==> config.mk <==
export PLATFORM = sky130hd
export DESIGN_NAME = srl_fifo
export DESIGN_NICKNAME = d
export VERILOG_FILES = /design/src/rtl/srl_fifo.sv
export SDC_FILE = /design/constraint.sdc
export NUM_CORES = 1
export LEC_CHECK = 0
export CAP_MARGIN = 30
export CELL_PAD_IN_SITES_DETAIL_PLACEMENT = 2
export CELL_PAD_IN_SITES_GLOBAL_PLACEMENT = 2
export CORE_ASPECT_RATIO = 0.5
export CORE_MARGIN = 2
export CORE_UTILIZATION = 49
export DETAILED_ROUTE_END_ITERATION = 10
export DONT_BUFFER_PORTS = 1
export HOLD_SLACK_MARGIN = 0.05
export PLACE_DENSITY_LB_ADDON = 0.1
export SLEW_MARGIN = 20
export SYNTH_ARGS = -nofsm -noshare
export SYNTH_HDL_FRONTEND = slang
export SYNTH_SLANG_ARGS = --single-unit
export TNS_END_PERCENT = 30
==> constraint.sdc <==
create_clock -name CLK -period 19.3 [get_ports CLK]
set_input_delay 2.895 -clock CLK [delete_from_list [all_inputs] [get_ports CLK]]
set_output_delay 2.895 -clock CLK [all_outputs]
set_load 0.005 [all_outputs]
==> src/rtl/srl_fifo.sv <==
// srl_fifo: first-word-fall-through FIFO on an addressable shift register.
// New words enter at index 0 and everything already stored moves up one
// slot; the occupancy counter selects the read tap, so the oldest word is
// always at storage[COUNT-1] and appears on DOUT with no read latency.
// Storage carries no reset, so it packs into cascaded SRL primitives.
module srl_fifo #(
    parameter int   WIDTH           = 8,
    parameter int   DEPTH           = 32,
    parameter int   AFULL_THR       = DEPTH - 2,
    parameter int   AEMPTY_THR      = 2,
    parameter logic IS_CLK_INVERTED = 1'b0
) (
    input  logic                         CLK,
    input  logic                         RST,
    input  logic                         WR_EN,
    input  logic [WIDTH-1:0]             DIN,
    input  logic                         RD_EN,
    output logic [WIDTH-1:0]             DOUT,
    output logic                         EMPTY,
    output logic                         FULL,
    output logic                         ALMOST_EMPTY,
    output logic                         ALMOST_FULL,
    output logic [$clog2(DEPTH+1)-1:0]   COUNT,
    output logic                         OVF,
    output logic                         UDF
);

    // Counter width covers 0..DEPTH inclusive; the tap address covers
    // 0..DEPTH-1.
    localparam int CW = $clog2(DEPTH + 1);
    localparam int AW = $clog2(DEPTH);

    localparam logic [CW-1:0] DEPTH_C  = CW'(DEPTH);
    localparam logic [CW-1:0] AFULL_C  = CW'(AFULL_THR);
    localparam logic [CW-1:0] AEMPTY_C = CW'(AEMPTY_THR);

    // ------------------------------------------------------------------
    // Elaboration-time parameter checks.
    // ------------------------------------------------------------------
    if (WIDTH < 1 || WIDTH > 64) begin : g_bad_width
        $fatal(1, "srl_fifo: WIDTH must be in 1..64");
    end
    if (DEPTH < 2 || DEPTH > 128 || (DEPTH & (DEPTH - 1)) != 0) begin : g_bad_depth
        $fatal(1, "srl_fifo: DEPTH must be a power of two in 2..128");
    end
    if (AFULL_THR < 1 || AFULL_THR > DEPTH) begin : g_bad_afull
        $fatal(1, "srl_fifo: AFULL_THR must be in 1..DEPTH");
    end
    if (AEMPTY_THR < 0 || AEMPTY_THR > DEPTH - 1) begin : g_bad_aempty
        $fatal(1, "srl_fifo: AEMPTY_THR must be in 0..DEPTH-1");
    end

    // ------------------------------------------------------------------
    // Handshake: WR_EN is a write request qualified by "not FULL, or a read
    // is popping in the same cycle"; RD_EN pops the word currently on DOUT
    // and is qualified by "not EMPTY". An unqualified request is dropped
    // and recorded in the sticky OVF/UDF flags instead of stalling.
    // ------------------------------------------------------------------

    // Power-up contents are zero; there is deliberately no reset on storage.
    logic [WIDTH-1:0] mem [DEPTH] = '{default: '0};

    logic            clk_int;
    logic            wr_ok;
    logic            rd_ok;
    logic [CW-1:0]   count_nxt;
    logic            empty_nxt;
    logic            full_nxt;
    logic            aempty_nxt;
    logic            afull_nxt;
    logic            ovf_nxt;
    logic            udf_nxt;
    logic [AW-1:0]   tap;

    // Edge selection: an inverted clock puts every register on negedge CLK.
    assign clk_int = CLK ^ IS_CLK_INVERTED;

    // Effective operations and next-state values for counter and flags.
    always_comb begin
        wr_ok      = WR_EN & (~FULL | RD_EN) & ~RST;
        rd_ok      = RD_EN & ~EMPTY & ~RST;
        count_nxt  = COUNT;
        ovf_nxt    = OVF;
        udf_nxt    = UDF;
        if (RST) begin
            count_nxt = '0;
            ovf_nxt   = 1'b0;
            udf_nxt   = 1'b0;
        end else begin
            case ({wr_ok, rd_ok})
                2'b10:   count_nxt = COUNT + CW'(1);
                2'b01:   count_nxt = COUNT - CW'(1);
                default: count_nxt = COUNT;
            endcase
            // A write at FULL is only lost when no read frees a slot.
            if (WR_EN & FULL & ~RD_EN) begin
                ovf_nxt = 1'b1;
            end
            if (RD_EN & EMPTY) begin
                udf_nxt = 1'b1;
            end
        end
        // Flags derive from the next count so they line up with COUNT.
        empty_nxt  = (count_nxt == '0);
        full_nxt   = (count_nxt == DEPTH_C);
        afull_nxt  = (count_nxt >= AFULL_C);
        aempty_nxt = (count_nxt <= AEMPTY_C);
    end

    // Shift register: insert at index 0, move every entry up by one.
    always_ff @(posedge clk_int) begin
        if (wr_ok) begin
            mem[0] <= DIN;
            for (int i = 1; i < DEPTH; i++) begin
                mem[i] <= mem[i-1];
            end
        end
    end

    // Occupancy counter, registered status flags and sticky error flags.
    always_ff @(posedge clk_int) begin
        COUNT        <= count_nxt;
        EMPTY        <= empty_nxt;
        FULL         <= full_nxt;
        ALMOST_EMPTY <= aempty_nxt;
        ALMOST_FULL  <= afull_nxt;
        OVF          <= ovf_nxt;
        UDF          <= udf_nxt;
    end

    // Read tap: oldest word sits at COUNT-1; when empty, show index 0.
    always_comb begin
        if (COUNT == '0) begin
            tap = '0;
        end else begin
            tap = AW'(COUNT - CW'(1));
        end
        DOUT = mem[tap];
    end

endmodule
==> reports/qor.yml <==
status: "finished clean"
die_w_um: 223
ant_nets: 0
critPathTopFamily: "compound AO/OA/AOI/OAI gates"
critPathMaxStageDelay_ns: 0.81
yosys_most_used_dff: "edfxtp_1"
drt_iter0_markers: 827
path_cells: "inv_1 -> buf_4 -> ha_2 -> nand2b_1 -> o21a_1 -> buf_4 -> nand2_1 -> a31oi_1 -> o221ai_1 -> a32oi_1"
cts_sinks: 268
grt_remaining_overflow: 0
core-area_um2: 23200
regArea_um2: 7930
worstPathRequired_ns: 16.41
post_cts_buffers: 0
cap_violations: 0
antenna_cells: 0
ir_drop_v: 0.0000637
gp_routability_congestion: 0.825
htreeDepth: 1
die_area_um2: 25300
fmax_mhz: 125
vias_per_cell: 6.80
grtUsageTotal_pct: 29.3
fill_cells: 2061
port_buffers: 0
cts_buffers: 25
io-pin-count: 32
multi_input_area_um2: 3460
hold_slack_ns: 0.451
critical_path_class: "register to output port"
grt_pass1_wl_mm: 54.5
worstMarginPinSlew_ns: 1.08
dp_hpwl_mm: 23.7
start_util_pct: 50.6
synth_top_area_cell: "edfxtp_1"
die_h_um: 113
crit_buf_inv: 3
detail_route.first_pass.iterations: 5
cpMaxStageDelayCell: "o21a_1"
hold_violations: 0
synthCells: 853
postPlaceCellArea_um2: 11900
ys_types: 63
ys_warn_count: 0
dp_slack_ns: 12.07
p_leak_nw: 4.27
antenna_found_initial: 1
drt_wl_total_mm: 36.8
drc: 0
period_needed_ns: 7.99
max_slew_margin_pct: 27.5
postCtsHoldBufs: 0
synth.top_cells.by_area: "edfxtp_1, a21oi_1, mux2_2"
clk_path_buf_depth: 3
clk-insertion-delay-late_ns: 0.53
critPathLaunchType: "register"
final_nets: 848
cp-end-kind: "output port"
synth.cell_area_um2: 11700
via_count: 7831
post-route-period-util_pct: 41.4
clk_pin_slew_ns: 0.07
ys_seq_area_share_pct: 67.5
syn-num-nets: 870
syn_avg_cell_area_um2: 13.8
drt-wirelength-per-cell_um: 32.0
syn2layout_area_growth_pct: 8.49
holdCritPathClass: "register to register"
path_common_cell: "buf_4"
cts_tree: "built"
report.final.slew_viol_count: 0
synthTopCellsByCount: "edfxtp_1, a21oi_1, nor2_1"
grt_pass1_vias: 8320
rsz0062_at_grt: "false"
cellPowerDensity_nw_per_um2: 98.0
num_rows: 39
synth_edf_count: 256
synth_top_area_share_pct: 65.5
drive_gt1_share_pct: 12.5
async_reset_ff_share_pct: 0
setup_slack_ns: 11.31
fin_area_um2: 12700
cp_max_fo: 53
grt_max_degree: 104
yosysMostFrequentCell: "edfxtp_1"
crit_arrival_ns: 5.10
ys_ff_latch: 268
cts_root_buf: "clkbuf_16"
finalSetupTns_ns: 0
finClkSkew_ns: 0.0107
setup_viol: 0
fin_util_pct: 54.9
cts_resized: 0
## registers in the layout, summed over array words and instances, names as in the netlist
register	count
mem	256
COUNT	6
ALMOST_EMPTY	1
ALMOST_FULL	1
EMPTY	1
FULL	1
OVF	1
UDF	1
## stage by stage
step / cells / power [mW]
floorplan: 853 / 0.754
global placement: 1108 / 0.780
detailed placement: 1108 / 0.791
CTS: 1149 / 1.25
global route: 1152 / 1.28
finish: 1152 / 1.25
## worst reg2reg max path: stages, from the launching register on
cell      delay, ns
dfxtp_4        0.55
inv_1          0.18
buf_4          0.52
ha_2           0.33
buf_4          0.47
or4b_2         0.70
nor2_1         0.19
o21ai_1        0.09
a31oi_1        0.39
nor2_1         0.08
and4bb_2       0.24
## final cells by class
cell class / instances / share of cell area (%)
multi-input cells: 503 / 27.1
flip-flops and latches: 268 / 62.3
inverters: 16 / 0.531
clock buffers: 30 / 5.06
repair buffers: 17 / 1.32
clock inverters: 11 / 0.639
well taps: 307 / 3.02
## power by group
group	total, mW	internal, mW	switching (mW)
clock	0.464	0.250	0.215
combinational	0.105	0.0319	0.0726
sequential	0.679	0.662	0.0172
## cell families (layout without fill, tap and decap cells)
| family | after synthesis | in the layout | synth area share [%] |
|---|---|---|---|
| compound gates | 303 | 303 | 17.0 |
| simple gates | 127 | 127 | 5.59 |
| buf+inv | 82 | 74 | 3.16 |
| flops | 268 | 268 | 67.5 |
| mux | 68 | 68 | 6.16 |
| fa+ha+maj | 5 | 5 | 0.533 |
## final timing paths
path,slack (ns),cells past startpoint,end,startpoint
max reg2reg,15.47,10,FULL,COUNT[0]
min,0.45,0,mem[1][7],mem[0][7]
max,11.31,10,DOUT[1],COUNT[0]
min reg2reg,0.45,0,mem[1][7],mem[0][7]
## cell usage in the layout (no fill, tap or decap), drive strengths merged, types with 17 or more instances in the layout
cell | synthesis | final
o2bb2ai | 23 | 23
nand2 | 38 | 38
mux2i | 34 | 34
o21ai | 43 | 43
nor2 | 41 | 41
buf | 34 | 17
a21oi | 93 | 93
clkbuf | 32 | 30
edfxtp | 256 | 256
mux2 | 34 | 34
a31oi | 24 | 24
o22ai | 31 | 31
a22oi | 18 | 18
## per-layer routing
| metal | vias up | track usage, % | part of all wire (%) |
|---|---|---|---|
| li1 | 3335 | - | - |
| met1 | 4065 | 40.3 | 43 |
| met2 | 355 | 46.4 | 45 |
| met3 | 76 | 7.42 | 8.1 |
| met4 | 0 | 9.62 | 2.9 |
| met5 | - | 0 | 0 |
Power figures use the tool's default switching activity.
